--- src/rtl/ysyx_bus_arbiter.sv ---
// Two-master arbiter sharing one AXI4-Lite-style memory port between the IFU (read-only) and the LSU (read/write).
// Optional round-robin arbitration between IFU and LSU is enabled with the YSYX_BUS_ARB_RR_EN macro.
module ysyx_bus_arbiter #(
    parameter int ADDR_W = 32,
    parameter int DATA_W = 32
) (
    input  logic                  clk,
    input  logic                  rst,
    // IFU read master
    input  logic [ADDR_W-1:0]     i_ifu_araddr,
    input  logic                  i_ifu_arvalid,
    output logic [DATA_W-1:0]     o_ifu_rdata,
    output logic                  o_ifu_rvalid,
    // LSU read/write master
    input  logic [ADDR_W-1:0]     i_lsu_araddr,
    input  logic                  i_lsu_arvalid,
    output logic [DATA_W-1:0]     o_lsu_rdata,
    output logic                  o_lsu_rvalid,
    input  logic [ADDR_W-1:0]     i_lsu_awaddr,
    input  logic                  i_lsu_awvalid,
    input  logic [DATA_W-1:0]     i_lsu_wdata,
    input  logic [DATA_W/8-1:0]   i_lsu_wstrb,
    output logic                  o_lsu_bvalid,
    // Memory port
    output logic [ADDR_W-1:0]     o_mem_araddr,
    output logic                  o_mem_arvalid,
    input  logic                  i_mem_arready,
    input  logic [DATA_W-1:0]     i_mem_rdata,
    input  logic                  i_mem_rvalid,
    output logic                  o_mem_rready,
    output logic [ADDR_W-1:0]     o_mem_awaddr,
    output logic                  o_mem_awvalid,
    input  logic                  i_mem_awready,
    output logic [DATA_W-1:0]     o_mem_wdata,
    output logic [DATA_W/8-1:0]   o_mem_wstrb,
    output logic                  o_mem_wvalid,
    input  logic                  i_mem_wready,
    input  logic                  i_mem_bvalid,
    output logic                  o_mem_bready
);

    typedef enum logic [2:0] {
        S_IDLE   = 3'd0,
        S_IFU_AR = 3'd1,
        S_IFU_R  = 3'd2,
        S_LSU_AR = 3'd3,
        S_LSU_R  = 3'd4,
        S_LSU_W  = 3'd5,
        S_LSU_B  = 3'd6
    } state_t;

    state_t                r_state;
    state_t                w_state_nxt;
    logic [ADDR_W-1:0]     r_addr;
    logic [DATA_W-1:0]     r_wdata;
    logic [DATA_W/8-1:0]   r_wstrb;
    logic                  r_aw_done;
    logic                  r_w_done;

    logic                  w_lsu_req;
    logic                  w_lsu_wins;
    logic                  w_grant_wr;
    logic                  w_grant_lrd;
    logic                  w_grant_ifu;

    assign w_lsu_req = i_lsu_awvalid | i_lsu_arvalid;

`ifdef YSYX_BUS_ARB_RR_EN
    // r_last_owner: 1'b0 = IFU, 1'b1 = LSU; on a collision the other master wins
    logic r_last_owner;

    assign w_lsu_wins = w_lsu_req & (~i_ifu_arvalid | ~r_last_owner);

    // Remember which master received the most recent grant
    always_ff @(posedge clk) begin
        if (rst) begin
            r_last_owner <= 1'b0;
        end else if (w_grant_ifu) begin
            r_last_owner <= 1'b0;
        end else if (w_grant_wr | w_grant_lrd) begin
            r_last_owner <= 1'b1;
        end else begin
            r_last_owner <= r_last_owner;
        end
    end
`else
    assign w_lsu_wins = w_lsu_req;
`endif

    assign w_grant_wr  = (r_state == S_IDLE) & w_lsu_wins & i_lsu_awvalid;
    assign w_grant_lrd = (r_state == S_IDLE) & w_lsu_wins & ~i_lsu_awvalid & i_lsu_arvalid;
    assign w_grant_ifu = (r_state == S_IDLE) & ~w_lsu_wins & i_ifu_arvalid;

    // State register
    always_ff @(posedge clk) begin
        if (rst) begin
            r_state <= S_IDLE;
        end else begin
            r_state <= w_state_nxt;
        end
    end

    // Next-state logic
    always_comb begin
        w_state_nxt = r_state;
        case (r_state)
            S_IDLE: begin
                if (w_grant_wr) begin
                    w_state_nxt = S_LSU_W;
                end else if (w_grant_lrd) begin
                    w_state_nxt = S_LSU_AR;
                end else if (w_grant_ifu) begin
                    w_state_nxt = S_IFU_AR;
                end else begin
                    w_state_nxt = S_IDLE;
                end
            end
            S_IFU_AR: w_state_nxt = i_mem_arready ? S_IFU_R : S_IFU_AR;
            S_IFU_R:  w_state_nxt = i_mem_rvalid  ? S_IDLE  : S_IFU_R;
            S_LSU_AR: w_state_nxt = i_mem_arready ? S_LSU_R : S_LSU_AR;
            S_LSU_R:  w_state_nxt = i_mem_rvalid  ? S_IDLE  : S_LSU_R;
            S_LSU_W: begin
                if ((r_aw_done | i_mem_awready) & (r_w_done | i_mem_wready)) begin
                    w_state_nxt = S_LSU_B;
                end else begin
                    w_state_nxt = S_LSU_W;
                end
            end
            S_LSU_B:  w_state_nxt = i_mem_bvalid ? S_IDLE : S_LSU_B;
            default:  w_state_nxt = S_IDLE;
        endcase
    end

    // Latch the granted request's address and write payload
    always_ff @(posedge clk) begin
        if (rst) begin
            r_addr  <= {ADDR_W{1'b0}};
            r_wdata <= {DATA_W{1'b0}};
            r_wstrb <= {(DATA_W/8){1'b0}};
        end else if (w_grant_wr) begin
            r_addr  <= i_lsu_awaddr;
            r_wdata <= i_lsu_wdata;
            r_wstrb <= i_lsu_wstrb;
        end else if (w_grant_lrd) begin
            r_addr  <= i_lsu_araddr;
        end else if (w_grant_ifu) begin
            r_addr  <= i_ifu_araddr;
        end else begin
            r_addr  <= r_addr;
        end
    end

    // Address/data handshake flags; cleared whenever the write phase is not active
    always_ff @(posedge clk) begin
        if (rst || (r_state != S_LSU_W)) begin
            r_aw_done <= 1'b0;
            r_w_done  <= 1'b0;
        end else begin
            r_aw_done <= r_aw_done | i_mem_awready;
            r_w_done  <= r_w_done  | i_mem_wready;
        end
    end

    assign o_mem_araddr  = r_addr;
    assign o_mem_arvalid = (r_state == S_IFU_AR) | (r_state == S_LSU_AR);
    assign o_mem_rready  = (r_state == S_IFU_R)  | (r_state == S_LSU_R);
    assign o_mem_awaddr  = r_addr;
    assign o_mem_awvalid = (r_state == S_LSU_W) & ~r_aw_done;
    assign o_mem_wdata   = r_wdata;
    assign o_mem_wstrb   = r_wstrb;
    assign o_mem_wvalid  = (r_state == S_LSU_W) & ~r_w_done;
    assign o_mem_bready  = (r_state == S_LSU_B);

    // Read data is passed straight through; only the owner sees rvalid
    assign o_ifu_rdata   = i_mem_rdata;
    assign o_lsu_rdata   = i_mem_rdata;
    assign o_ifu_rvalid  = (r_state == S_IFU_R) & i_mem_rvalid;
    assign o_lsu_rvalid  = (r_state == S_LSU_R) & i_mem_rvalid;
    assign o_lsu_bvalid  = (r_state == S_LSU_B) & i_mem_bvalid;

endmodule

--- config.mk ---
export PLATFORM = sky130hd
export DESIGN_NAME = ysyx_bus_arbiter
export DESIGN_NICKNAME = d
export VERILOG_FILES = /design/src/rtl/ysyx_bus_arbiter.sv
export SDC_FILE = /design/constraint.sdc
export NUM_CORES = 1
export LEC_CHECK = 0
export CAP_MARGIN = 20
export CORE_AREA = 2 2 136 138
export DETAILED_ROUTE_END_ITERATION = 12
export DIE_AREA = 0 0 138 140
export GPL_ROUTABILITY_DRIVEN = 1
export HOLD_SLACK_MARGIN = 0.05
export PLACE_DENSITY = 0.61
export SYNTH_ARGS = -nofsm -noshare
export SYNTH_HDL_FRONTEND = slang
export SYNTH_SLANG_ARGS = --single-unit
--- constraint.sdc ---
create_clock -name clk -period 2 [get_ports clk]
set_input_delay 0.4 -clock clk [delete_from_list [all_inputs] [get_ports clk]]
set_output_delay 0.4 -clock clk [all_outputs]
set_load 0.03 [all_outputs]
==> flow_summary.toml <==
[route]
wirelength_um = 14800
drt_iter0_drc = 147
vias = 4343
drt-pass1-iter-count = 4
vias_per_cell = 4.53
route.detailed.drc = 0
ant_nets = 0
post_drt_wl_per_cell_um = 15.5

[sta]
final.min_clock_period_ns = 1.92
finalHoldViolations = 0
finalCritPeriodShare_pct = 95.9
slew_headroom_pct = 72.7
rsz0062_at_grt = "false"
slew_violations = 0
fmax_ghz = 0.521
tns_ns = 0
fin_skew_ns = 0.00672
worstMarginPinSlew_ns = 0.410
setup_ws_ns = 0.0814
setup_viol_count_final = 0

[global_route]
grt_antenna_before_repair = 0
grt-ovfl-total = 0
first_global_vias = 4242
grt_usage_pct = 15.2
grt_start_max_net_pins = 40
grt_pass1_wl_um = 23400

[logic_synthesis]
synth_edf_count = 0
synthCells = 588
ys_ff_latch = 73
synth_area_leader_cell = "dfxtp_1"
synthTopCellsByCount = "buf_4 (97), nand2_1 (75), dfxtp_1 (73)"
synth_most_common_cell = "buf_4"
synth_area_per_cell_um2 = 7.78
netlist_area_um2 = 4580
synth.distinct_cells = 31
ys_top_cells_by_area = "dfxtp_1 (32%), buf_4 (16%), o32ai_2 (10%), nand2_1 (6.2%), nor2_1 (5.7%)"
yosysTopAreaCellShare_pct = 31.9
synthArstFlopShare_pct = 0
ys_seq_area_share_pct = 31.9
yosys_warnings = 0
syn-num-nets = 762
synth_flop_cell = "dfxtp_1"

[placed_design]
io_buffer_count = 249
gp_congestion = 0.794
pre_cts_ws_ns = 0.184
dp_hpwl_um = 10900

[floorplan]
pin_count = 346
die_h_um = 140
dieArea_um2 = 19300
num_rows = 49
start_util_pct = 25.7
die_x_um = 138
coreArea_um2 = 17800

[clocking]
clk_latency_ns = 0.34
cts_buffers = 9
post_cts_resized = 4
h-tree-depth = 3
cts_sinks = 73
clockBufferDepth = 2
postCtsHoldBufs = 0
clkTransAtPathRegs_ns = 0.06
post-cts-setup-buffers = 0
root_buffer = "clkbuf_16"
cts_tree = "done"

[critical_path]
crit_path_top_delay_cell = "clkdlybuf4s50_1"
crit_path_max_fanout = 3
end_kind = "primary output"
path_buf_inv = 1
cp.arrival_ns = 1.52
crit_type = "flop to primary output"
max_stage_delay_ns = 0.73
critical-path-top-delay-family = "buffers and inverters"
crit_chain = "clkdlybuf4s50_1"
startpoint_type = "flop"
required_ns = 1.60

[finish]
fin_nets = 899
area_growth_pct = 51.2
diodes = 0
drive_above_1_share_pct = 10.7

[min_path]
min_path_type = "flop to flop"

[pwr]
peakVddDrop_uv = 739
p_leak_nw = 2.56
p_per_area_nw_per_um2 = 1450
power.total_mw = 10.0

[flow_run]
max_cap_violations = 0

[status]
status = "completed"
## per-stage QoR
stage,util [%],hold WS (ns),instances,cell area (µm²)
finish,38.9,0.451,958,6920
global route,38.9,0.468,958,6920
CTS,38.9,0.454,958,6910
detailed placement,37.2,0.446,943,6620
global placement,37.2,0.441,943,6620
floorplan,-,0.466,588,4580
## per-layer routing
layer	global-route usage (%)	up-vias	share of wire, %
li1	-	2168	-
met1	17.2	1943	40
met2	24.5	205	47
met3	7.08	27	11
met4	6.77	0	2.5
met5	0	-	0
## area by class of cell
| type | instances | area [µm²] |
|---|---|---|
| fill | 1869 | 10900 |
| timing repair buffer | 268 | 2690 |
| multi-input combinational | 340 | 2060 |
| sequential | 73 | 1460 |
| tap | 229 | 287 |
| clock buffer | 10 | 239 |
| inverter | 33 | 124 |
| clock inverter | 5 | 56.3 |
## sequential cells by signal, summed over array words and instances, names as in the netlist
signal	cells
r_state	3
o_mem_wstrb	4
o_mem_araddr	32
o_mem_wdata	32
r_w_done	1
r_aw_done	1
## power breakdown
part | switching [mW] | total, mW | leakage (nW) | internal [mW]
sequential | 0.383 | 2.31 | 0.599 | 1.93
clock | 0.631 | 1.62 | 0.144 | 0.990
combinational | 3.47 | 6.11 | 1.82 | 2.64
## path summary, 6_finish.rpt
path	start	endpoint	slack, ns	depth (start not counted)
min	o_mem_wstrb[1]$_SDFFE_PP0P_	o_mem_wstrb[1]$_SDFFE_PP0P_	0.45	2
max	o_mem_araddr[30]$_SDFFE_PP0P_	o_mem_awaddr[30]	0.08	1
max reg2reg	r_state[1]$_SDFF_PP0_	o_mem_araddr[2]$_SDFFE_PP0P_	0.19	6
min reg2reg	o_mem_wstrb[1]$_SDFFE_PP0P_	o_mem_wstrb[1]$_SDFFE_PP0P_	0.45	2
## cell families after synthesis
| group | after synthesis | synth area share [%] |
|---|---|---|
| buffers and inverters | 175 | 23.3 |
| AO/OA/AOI/OAI | 144 | 25.4 |
| XOR/XNOR | 1 | 0.191 |
| AND/OR/NAND/NOR | 195 | 19.2 |
| flip-flops | 73 | 31.9 |
## cells in the final DEF (no fill, tap or decap), types with 7 or more instances in the layout
| cell | netlist | final |
|---|---|---|
| clkbuf_16 | 0 | 9 |
| a21oi_1 | 39 | 39 |
| dfxtp_1 | 73 | 72 |
| a31oi_1 | 33 | 33 |
| nand2b_1 | 36 | 36 |
| o32ai_2 | 29 | 29 |
| o22ai_1 | 34 | 34 |
| nand2_1 | 75 | 75 |
| clkdlybuf4s50_1 | 0 | 238 |
| inv_1 | 33 | 33 |
| nor2_1 | 69 | 68 |
| buf_12 | 0 | 7 |
| buf_4 | 97 | 17 |
Note: power is estimated with default switching activity, not from simulation.
